===== src/rtl/gcd_countdown_n_if.sv =====
// Button/display bundle for gcd_countdown_n: edit controls in, display and status out.
interface gcd_countdown_n_if #(
    parameter int unsigned WIDTH = 4,
    parameter int unsigned SELW  = 2
);
    logic [SELW-1:0]  select;
    logic             add;
    logic             sub;
    logic             next;
    logic [WIDTH-1:0] data_in;
    logic [WIDTH-1:0] data_out;
    logic [1:0]       state_out;
    logic             busy;
    logic             done;

    modport master (
        output select, add, sub, next, data_in,
        input  data_out, state_out, busy, done
    );

    modport slave (
        input  select, add, sub, next, data_in,
        output data_out, state_out, busy, done
    );
endinterface


===== src/rtl/gcd_countdown_n.sv =====
// N-channel modular digit accumulator with sequential GCD search, reduce-by-GCD
// and a visible tick-paced countdown of the GCD.
module gcd_countdown_n #(
    parameter int unsigned CHANNELS = 4,
    parameter int unsigned WIDTH    = 4,
    parameter int unsigned RADIX    = 10,
    parameter int unsigned TICK     = 50_000_000,
    parameter int unsigned SELW     = $clog2(CHANNELS)
) (
    input  logic             clk,
    input  logic             rst_n,
    gcd_countdown_n_if.slave bus
);

    localparam int unsigned EW = WIDTH + 1;
    localparam int unsigned TW = (TICK > 1) ? $clog2(TICK) : 1;
    localparam logic [EW-1:0]    RADIX_E   = EW'(RADIX);
    localparam logic [WIDTH-1:0] C_START   = WIDTH'(RADIX - 1);
    localparam logic [TW-1:0]    TICK_LAST = TW'(TICK - 1);

    typedef enum logic [1:0] {
        SETUP = 2'd0,
        CALC  = 2'd1,
        SHOW  = 2'd2,
        COUNT = 2'd3
    } state_t;

    state_t           state_q, state_d;
    logic [WIDTH-1:0] ch_q [CHANNELS];
    logic [WIDTH-1:0] ch_d [CHANNELS];
    logic [WIDTH-1:0] gcd_q, gcd_d;
    logic [WIDTH-1:0] cand_q, cand_d;
    logic [TW-1:0]    tick_q, tick_d;
    logic [WIDTH-1:0] data_out_q, data_out_d;
    logic             busy_q, done_q, done_d;
    logic             add_h, sub_h, next_h;
    logic             add_ev, sub_ev, next_ev;

    logic [EW-1:0]    op_e, cur_e;
    logic [WIDTH-1:0] div, div_safe, gdiv;
    logic             all_div, all_zero;
    logic [WIDTH-1:0] sel_new;

    assign add_ev  = bus.add  & ~add_h;
    assign sub_ev  = bus.sub  & ~sub_h;
    assign next_ev = bus.next & ~next_h;
    assign op_e    = {1'b0, bus.data_in} % RADIX_E;

    assign bus.data_out  = data_out_q;
    assign bus.state_out = state_q;
    assign bus.busy      = busy_q;
    assign bus.done      = done_q;

    // Shared divisibility test: the CALC candidate, or the live gcd otherwise.
    always_comb begin
        div      = (state_q == CALC) ? cand_q : gcd_q;
        div_safe = (div == '0) ? WIDTH'(1) : div;
        all_div  = 1'b1;
        all_zero = 1'b1;
        for (int i = 0; i < int'(CHANNELS); i++) begin
            if ((ch_q[i] % div_safe) != '0) all_div  = 1'b0;
            if (ch_q[i] != '0)              all_zero = 1'b0;
        end
    end

    // Next-state, buffer, gcd and counter update.
    always_comb begin
        state_d = state_q;
        ch_d    = ch_q;
        gcd_d   = gcd_q;
        cand_d  = cand_q;
        tick_d  = tick_q;
        done_d  = 1'b0;
        cur_e   = '0;

        case (state_q)
            SETUP: begin
                if (add_ev != sub_ev) begin
                    for (int i = 0; i < int'(CHANNELS); i++) begin
                        if (bus.select == SELW'(i)) begin
                            cur_e = {1'b0, ch_q[i]};
                            if (add_ev) ch_d[i] = WIDTH'((cur_e + op_e) % RADIX_E);
                            else        ch_d[i] = WIDTH'((cur_e + RADIX_E - op_e) % RADIX_E);
                        end
                    end
                end
                if (next_ev) begin
                    state_d = CALC;
                    cand_d  = C_START;
                end
            end

            CALC: begin
                if (all_zero) begin
                    gcd_d   = '0;
                    state_d = SHOW;
                end else if (all_div) begin
                    gcd_d   = cand_q;
                    state_d = SHOW;
                end else begin
                    cand_d = cand_q - WIDTH'(1);
                end
            end

            SHOW: begin
                if (next_ev) begin
                    if (gcd_q != '0) begin
                        state_d = COUNT;
                        tick_d  = '0;
                    end else begin
                        state_d = SETUP;
                    end
                end else if (add_ev && (gcd_q > WIDTH'(1))) begin
                    for (int i = 0; i < int'(CHANNELS); i++) ch_d[i] = ch_q[i] / gcd_q;
                    gcd_d = WIDTH'(1);
                end
            end

            COUNT: begin
                // Early exit takes priority and is judged on the pre-decrement gcd.
                if (next_ev && (gcd_q != '0) && all_div) begin
                    state_d = SETUP;
                end else if (tick_q == TICK_LAST) begin
                    tick_d = '0;
                    if (gcd_q == WIDTH'(1)) begin
                        gcd_d   = '0;
                        done_d  = 1'b1;
                        state_d = SETUP;
                    end else begin
                        gcd_d = gcd_q - WIDTH'(1);
                    end
                end else begin
                    tick_d = tick_q + TW'(1);
                end
            end

            default: state_d = SETUP;
        endcase
    end

    // Post-edge value of the addressed channel; out-of-range select reads 0.
    always_comb begin
        sel_new = '0;
        for (int i = 0; i < int'(CHANNELS); i++) begin
            if (bus.select == SELW'(i)) sel_new = ch_d[i];
        end
    end

    // Display follows whatever the next state shows.
    always_comb begin
        gdiv       = (gcd_d == '0) ? WIDTH'(1) : gcd_d;
        data_out_d = data_out_q;
        case (state_d)
            SETUP:   data_out_d = sel_new;
            CALC:    if (state_q == SETUP) data_out_d = sel_new;
            SHOW:    data_out_d = (gcd_d == '0) ? '0 : sel_new / gdiv;
            COUNT:   data_out_d = gcd_d;
            default: data_out_d = data_out_q;
        endcase
    end

    always_ff @(posedge clk or negedge rst_n) begin
        if (!rst_n) begin
            state_q    <= SETUP;
            for (int i = 0; i < int'(CHANNELS); i++) ch_q[i] <= '0;
            gcd_q      <= '0;
            cand_q     <= '0;
            tick_q     <= '0;
            data_out_q <= '0;
            busy_q     <= 1'b0;
            done_q     <= 1'b0;
            add_h      <= 1'b0;
            sub_h      <= 1'b0;
            next_h     <= 1'b0;
        end else begin
            state_q    <= state_d;
            ch_q       <= ch_d;
            gcd_q      <= gcd_d;
            cand_q     <= cand_d;
            tick_q     <= tick_d;
            data_out_q <= data_out_d;
            busy_q     <= (state_d == CALC);
            done_q     <= done_d;
            add_h      <= bus.add;
            sub_h      <= bus.sub;
            next_h     <= bus.next;
        end
    end

endmodule


===== src/flat_wrapper.sv =====
// flat-port wrapper written by rule: the top's interface ports become plain ports
module gcd_countdown_n_flat 
#(
    parameter int unsigned CHANNELS = 4,
    parameter int unsigned WIDTH    = 4,
    parameter int unsigned RADIX    = 10,
    parameter int unsigned TICK     = 50_000_000,
    parameter int unsigned SELW     = $clog2(CHANNELS)
)
  (clk, rst_n, bus_select, bus_add, bus_sub, bus_next, bus_data_in, bus_data_out, bus_state_out, bus_busy, bus_done);
  gcd_countdown_n_if #(.WIDTH(WIDTH), .SELW(SELW)) bus_i ();
  input  logic clk;
  input  logic rst_n;
  input wire logic [$bits(bus_i.select)-1:0] bus_select;
  input wire logic [$bits(bus_i.add)-1:0] bus_add;
  input wire logic [$bits(bus_i.sub)-1:0] bus_sub;
  input wire logic [$bits(bus_i.next)-1:0] bus_next;
  input wire logic [$bits(bus_i.data_in)-1:0] bus_data_in;
  output wire logic [$bits(bus_i.data_out)-1:0] bus_data_out;
  output wire logic [$bits(bus_i.state_out)-1:0] bus_state_out;
  output wire logic [$bits(bus_i.busy)-1:0] bus_busy;
  output wire logic [$bits(bus_i.done)-1:0] bus_done;
  assign bus_i.select = bus_select;
  assign bus_i.add = bus_add;
  assign bus_i.sub = bus_sub;
  assign bus_i.next = bus_next;
  assign bus_i.data_in = bus_data_in;
  assign bus_data_out = bus_i.data_out;
  assign bus_state_out = bus_i.state_out;
  assign bus_busy = bus_i.busy;
  assign bus_done = bus_i.done;
  gcd_countdown_n #(.CHANNELS(CHANNELS), .WIDTH(WIDTH), .RADIX(RADIX), .TICK(TICK), .SELW(SELW)) u_core (.clk(clk), .rst_n(rst_n), .bus(bus_i));
endmodule

===== config.mk =====
export PLATFORM = sky130hd
export DESIGN_NAME = gcd_countdown_n_flat
export DESIGN_NICKNAME = d
export VERILOG_FILES = /design/src/rtl/gcd_countdown_n_if.sv /design/src/rtl/gcd_countdown_n.sv /design/src/flat_wrapper.sv
export SDC_FILE = /design/constraint.sdc
export NUM_CORES = 1
export LEC_CHECK = 0
export CAP_MARGIN = 20
export CELL_PAD_IN_SITES_DETAIL_PLACEMENT = 0
export CELL_PAD_IN_SITES_GLOBAL_PLACEMENT = 1
export CORE_MARGIN = 1
export CORE_UTILIZATION = 36
export DETAILED_ROUTE_END_ITERATION = 16
export GPL_TIMING_DRIVEN = 0
export HOLD_SLACK_MARGIN = 0.06
export PLACE_DENSITY_LB_ADDON = 0.1
export SYNTH_ARGS = -nofsm -noshare
export SYNTH_HDL_FRONTEND = slang
export SYNTH_SLANG_ARGS = --single-unit

===== constraint.sdc =====
create_clock -name clk -period 18.2 [get_ports clk]
set_clock_uncertainty 0.15 [all_clocks]
set_input_delay 5.46 -clock clk [delete_from_list [all_inputs] [get_ports clk]]
set_output_delay 5.46 -clock clk [all_outputs]
set_load 0.02 [all_outputs]

==> results.toml, run 1 <==
[flow_run]
drv_cap = 0

[yosys]
synthXorXnorAreaFrac_pct = 4.538
yosysSeqAreaShare_pct = 15.82
yosys.area_share.simple_pct = 21.02
avgSynthCellArea_sq_um = 7.961
synthCells = 1212
synth_compound_area_share_pct = 24.47
synth_edf_count = 0
ys_ff_latch = 61
synthFlopType = "dfrtp_1"
ys_warn_count = 0
syn_area_sq_um = 9649
ys_types = 97
synth_top_family_by_area = "adder cells"
async_flop_share_pct = 100.0
synth_fa_ha_area_share_pct = 24.66
synthMuxAreaShare_pct = 3.721
synth_fp_nets = 1406

[global_routing]
grt_pass1_vias = 8500
antenna_found_initial = 0
grt_max_degree = 37
grt_pass1_wl_microns = 47120
grt.total_usage_pct = 21.83
grt_overflow = 0

[drt]
finalWirelength_microns = 29700
dr.pass1.iters = 5
dr_wl_met3_microns = 1086
drt_iter0_drc = 474
viasPerCell = 5.628
routed.top_layer = "met4"
detail-route-antenna-nets = 0
dr_wl_met2_microns = 13470
drc_errors = 0
routedWlPerCell_microns = 18.75
wl_met1_microns = 14550
vias = 8914

[place]
dp_slack_ps = 2750
dp_hpwl_microns = 23150
globalplace.congestion = 0.8142
io_buffers = 17

[timing]
timing.fmax_ghz = 0.06676
hold_violations = 0
layout_min_cycle_time_ps = 14980
slew_violations = 0
rsz0062_at_grt = "no"
setup_viol = 0
fin_tns_setup_ps = 0
worstMarginPinSlew_ps = 1070
worst_slack_ps = 3221
max-slew-margin-rel_pct = 28.69
period_share_pct = 82.30

[floorplanning]
num_rows = 59
start_util_pct = 36.82
core_area_sq_um = 26210
dieArea_sq_um = 27460
chipWidth_microns = 165.7
io_pins = 19
fp.dieH_microns = 165.7

[cts]
cts_root_buffer = "clkbuf_16"
cts_setup_buffers = 0
postCtsHoldBufs = 0
htreeDepth = 3
post_cts_resize_count = 0
clock_latency_ps = 350
clk_path_buf_depth = 2
clock_sinks = 61
cts_tree = "built"
clk_pin_slew_ps = 60
cts_inserted_buffers = 9

[pwr]
power.total_uw = 464.8
vdd_drop_max_v = 0.00004063
power_density_nw_per_um2 = 43.93
p_leak_uw = 0.004790

[critical_path]
slowest_delay_ps = 830
crit_buf_inv = 3
r2r_cells = 49
worstReg2RegStart = "u_core.gcd_q[2]"
r2r_slack_ps = 5070
start_kind = "input port"
worstPathRequired_ps = 18260
cp.depth = 42
r2r-end = "u_core.bus.data_out[0]"
cp-startpoint = "bus_data_in[0]"
crit_family = "compound AO/OA/AOI/OAI gates"
cp_max_fo = 10
path_class = "in -> reg"
worst_ep_arrival_time_ps = 15040
timing.critical_path.slowest_stage_cell = "o311ai_0"
end_kind = "flop"
path_common_cell = "ha_1"

[final_layout]
register_area_sq_um = 1526
layout-drive-gt1-share_pct = 6.165
final_nets = 1438
area_growth_pct = 9.647
num-fill-cells = 2672
multi_input_area_sq_um = 7570
diodes = 0

[worst_hold_path]
hp-start = "u_core.tick_q[5]"
hp-class = "reg -> reg"
hold_depth = 1
min_to = "u_core.tick_q[5]"

[outcome]
status = "finished clean"
## layer usage
metal | GRT usage [%] | vias up
met5 | 0 | -
met4 | 5.892 | 0
met3 | 2.222 | 29
met2 | 36.02 | 156
met1 | 30.26 | 4228
li1 | - | 4501
## registers in the layout, indices dropped and copies added, names as in the netlist
register	flops
u_core.add_h	1
u_core.tick_q	26
u_core.ch_q	16
u_core.bus.data_out	4
u_core.sub_h	1
u_core.bus.state_out	2
u_core.bus.busy	1
u_core.bus.done	1
u_core.next_h	1
u_core.gcd_q	4
u_core.cand_q	4
## synthesized netlist by cell type (15+ instances only)
library cell    n  area [sq um]
a21o_1         20         150.1
a21oi_1        91         455.4
clkbuf_1       20         75.07
dfrtp_1        61          1526
ha_1          171          2140
inv_1         106         397.9
nand2_1        91         341.6
nand2b_1       24         150.1
nand3_1        35         175.2
nor2_1        100         375.4
nor2b_1        15         93.84
nor3_1         34         170.2
nor4_1         15         93.84
o21a_1         32         240.2
o21ai_0        72         360.4
xnor2_1        26         227.7
xor2_1         24         210.2
## per-stage QoR
stage	hold slack [ps]	area, sq um	std cells	utilization [%]
2_1_floorplan	320.4	9649	1212	-
3_3_place_gp	346.0	10240	1564	39.07
3_5_place_dp	347.1	10280	1567	39.24
4_1_cts	362.1	10570	1583	40.34
5_1_grt	378.3	10580	1584	40.37
6_report	364.7	10580	1584	40.37
## cells in the final DEF (no fill, tap or decap), types with 13 or more instances in the layout
| master | n |
|---|---|
| inv_1 | 106 |
| o22ai_1 | 13 |
| a21o_1 | 20 |
| a21oi_1 | 90 |
| nor3_1 | 34 |
| o21a_1 | 32 |
| nand2b_1 | 24 |
| xnor2_1 | 26 |
| mux2i_1 | 13 |
| and2_1 | 13 |
| and3_1 | 13 |
| clkdlybuf4s50_1 | 16 |
| nor4_1 | 15 |
| xor2_1 | 24 |
| clkbuf_1 | 20 |
| ha_1 | 171 |
| mux2_2 | 13 |
| nand3_1 | 35 |
| o31ai_1 | 13 |
| nor2b_1 | 15 |
| o21ai_0 | 71 |
| nand2_1 | 91 |
| nor2_1 | 100 |
| dfrtp_1 | 61 |
## area by class of cell
cell class	count	share of cell area, %
Clock buffer	9	2.129
Sequential cell	61	14.43
Clock inverter	7	0.6150
Timing Repair Buffer	21	2.058
Inverter	109	3.891
Multi-Input combinational cell	1011	71.55
Tap cell	335	3.962
Buffer	31	1.372
## kinds of logic after synthesis
logic type / Yosys count
flops: 61
mux: 30
xor+xnor: 50
compound gates: 348
buf+inv: 140
simple gates: 400
fa+ha+maj: 183
## where the power goes
group / internal [uW] / total [uW] / switching (uW) / leakage (uW)
Clock: 96.0 / 174 / 77.7 / 0.000141
Combinational: 62.1 / 153 / 91.0 / 0.00389
Sequential: 137 / 138 / 1.23 / 0.000762
## how the worst max path moves through the flow
stage / end / slack (ps)
floorplan: u_core.bus.data_out[0] / 4890
global placement: u_core.bus.data_out[0] / 2080
detailed placement: u_core.bus.data_out[0] / 2750
CTS: u_core.bus.data_out[0] / 3070
global route: u_core.bus.data_out[0] / 2240
finish: u_core.bus.data_out[0] / 3220
No activity file was read; power rests on OpenSTA's default activity.
==> run 2: changes to the inputs <==
- clock period: 18.2 -> 14.1 ns (I/O delays scaled with it)
==> results.toml, run 2 (synthesized netlist as in run 1, its figures left out) <==
[outcome]
status = "finished clean"

[drt]
routedWlPerCell_microns = 18.73
vias = 8914
drt_iter0_drc = 504
viasPerCell = 5.628
drc_errors = 0
dr.pass1.iters = 4
finalWirelength_microns = 29670
detail-route-antenna-nets = 0

[cts]
htreeDepth = 3
clock_latency_ps = 350
clk_pin_slew_ps = 60
cts_root_buffer = "clkbuf_16"
clock_sinks = 61
cts_inserted_buffers = 9
cts_tree = "built"
postCtsHoldBufs = 0
clk_path_buf_depth = 2

[place]
dp_hpwl_microns = 23150
io_buffers = 17
globalplace.congestion = 0.8142

[timing]
hold_violations = 0
worstMarginPinSlew_ps = 924.3
max-slew-margin-rel_pct = 38.26
period_share_pct = 94.10
layout_min_cycle_time_ps = 13270
slew_violations = 0
timing.fmax_ghz = 0.07537
holdWs_ps = 364.3
setup_viol = 0

[critical_path]
crit_buf_inv = 3
r2r_slack_ps = 1460
worstPathRequired_ps = 14160
slowest_delay_ps = 800
crit_family = "compound AO/OA/AOI/OAI gates"
cp_max_fo = 8
worstReg2RegStart = "u_core.gcd_q[2]"
r2r_cells = 49
worst_ep_arrival_time_ps = 13330
path_class = "in -> reg"
end_kind = "flop"
cp.depth = 40
path_common_cell = "ha_1"
start_kind = "input port"
timing.critical_path.slowest_stage_cell = "a221oi_1"
r2r-end = "u_core.bus.data_out[0]"

[pwr]
p_switching_uw = 219.7
seqPwrFrac_pct = 29.6
power_density_nw_per_um2 = 56.64
power.total_uw = 600.9
vdd_drop_max_v = 0.00005229
comb_power_share_pct = 33.1
switching_share_pct = 36.57
p_leak_uw = 0.004805
clock_power_share_pct = 37.3
p_int_uw = 381.1

[final_layout]
finish.utilization_pct = 40.48
num-fill-cells = 2669
top_regs = "u_core.tick_q: 26 flops, u_core.ch_q: 16 flops"
area_growth_pct = 9.933
regMostFlops = "u_core.tick_q"
layout_common_cells = "171 x ha_1, 106 x inv_1, 100 x nor2_1"
layout-drive-gt1-share_pct = 6.485
largest_register_ff_count = 26
diodes = 0
final_common_cell = "ha_1"
final_nets = 1438

[global_routing]
grt.total_usage_pct = 21.83
grt_pass1_vias = 8500
grt_overflow = 0
grt_pass1_wl_microns = 47120
grt_max_degree = 37
antenna_found_initial = 0

[floorplanning]
io_pins = 19
core_area_sq_um = 26210
fp.dieH_microns = 165.7
start_util_pct = 36.82
chipWidth_microns = 165.7
dieArea_sq_um = 27460
num_rows = 59

[worst_hold_path]
hold_depth = 1
min_to = "u_core.tick_q[5]"
hp-class = "reg -> reg"
hp-start = "u_core.tick_q[5]"

[flow_run]
drv_cap = 0
==> run 2: changes by cell type in the layout (fill, tap and decap cells not counted), sizes merged <==
cell / before / now
clkdlybuf4s50: 16 / 15
dlymetal6s2s: 0 / 1
==> run 2: worst max-delay path by stage <==
stage	from	to	slack (ps)
after floorplan	bus_data_in[2]	u_core.bus.data_out[0]	2020
after global placement	bus_data_in[2]	u_core.bus.data_out[0]	-790
after detailed placement	bus_data_in[0]	u_core.bus.data_out[0]	-120
after CTS	bus_data_in[0]	u_core.bus.data_out[0]	200
after global routing	bus_data_in[2]	u_core.bus.data_out[0]	-9
final	bus_data_in[2]	u_core.bus.data_out[0]	830
==> run 2: repair_timing <==
action / CTS / global route
setup buffers: 0 / 0
hold endpoints to repair: 0 / 0
gates resized for setup: 0 / 6
endpoints found under the setup margin: 0 / 1
==> run 2: power groups by stage <==
stage	registers, uW	logic [uW]	clock network (uW)
3_3_place_gp	181	195	0
5_1_grt	178	227	238
4_1_cts	178	199	231
6_report	178	199	224
3_5_place_dp	181	197	0
2_1_floorplan	181	148	0
==> run 2: area by class of cell <==
type	instances	area, sq um	share of cell area (%)
clock buffer	9	225.2	2.123
multi-input combinational	1011	7595	71.60
buffer	31	145.1	1.368
sequential	61	1526	14.39
clock inverter	7	65.06	0.6134
timing repair buffer	21	220.2	2.076
tap	335	419.2	3.951
inverter	109	411.6	3.881
==> run 2: stage by stage <==
step | cells | setup slack (ps) | instance area [sq um] | setup TNS, ps
after CTS | 1583 | 202.7 | 10570 | 0
after detailed placement | 1567 | -120.5 | 10280 | -120.5
after floorplan | 1212 | 2018 | 9649 | 0
after global placement | 1564 | -791.0 | 10240 | -791.0
after global routing | 1584 | -9.244 | 10610 | -9.244
final | 1584 | 832.0 | 10610 | 0
==> run 2: per-layer routing <==
metal | vias to the layer above | global-route usage (%) | wire [microns]
met2 | 153 | 36.02 | 13520
met1 | 4230 | 30.26 | 14600
met3 | 29 | 2.222 | 969
li1 | 4502 | - | -
met5 | - | 0 | 0
met4 | 0 | 5.892 | 584
==> run 2: worst register-to-register path: cells and delay by family, from the launching register on <==
kind / cells / cell delay (ps)
and+or+nand+nor: 14 / 3310
adders and majority gates: 8 / 2420
AOI/OAI and AO/OA: 21 / 4640
buffers and inverters: 5 / 1230
muxes: 1 / 410
DFF: 1 / 350
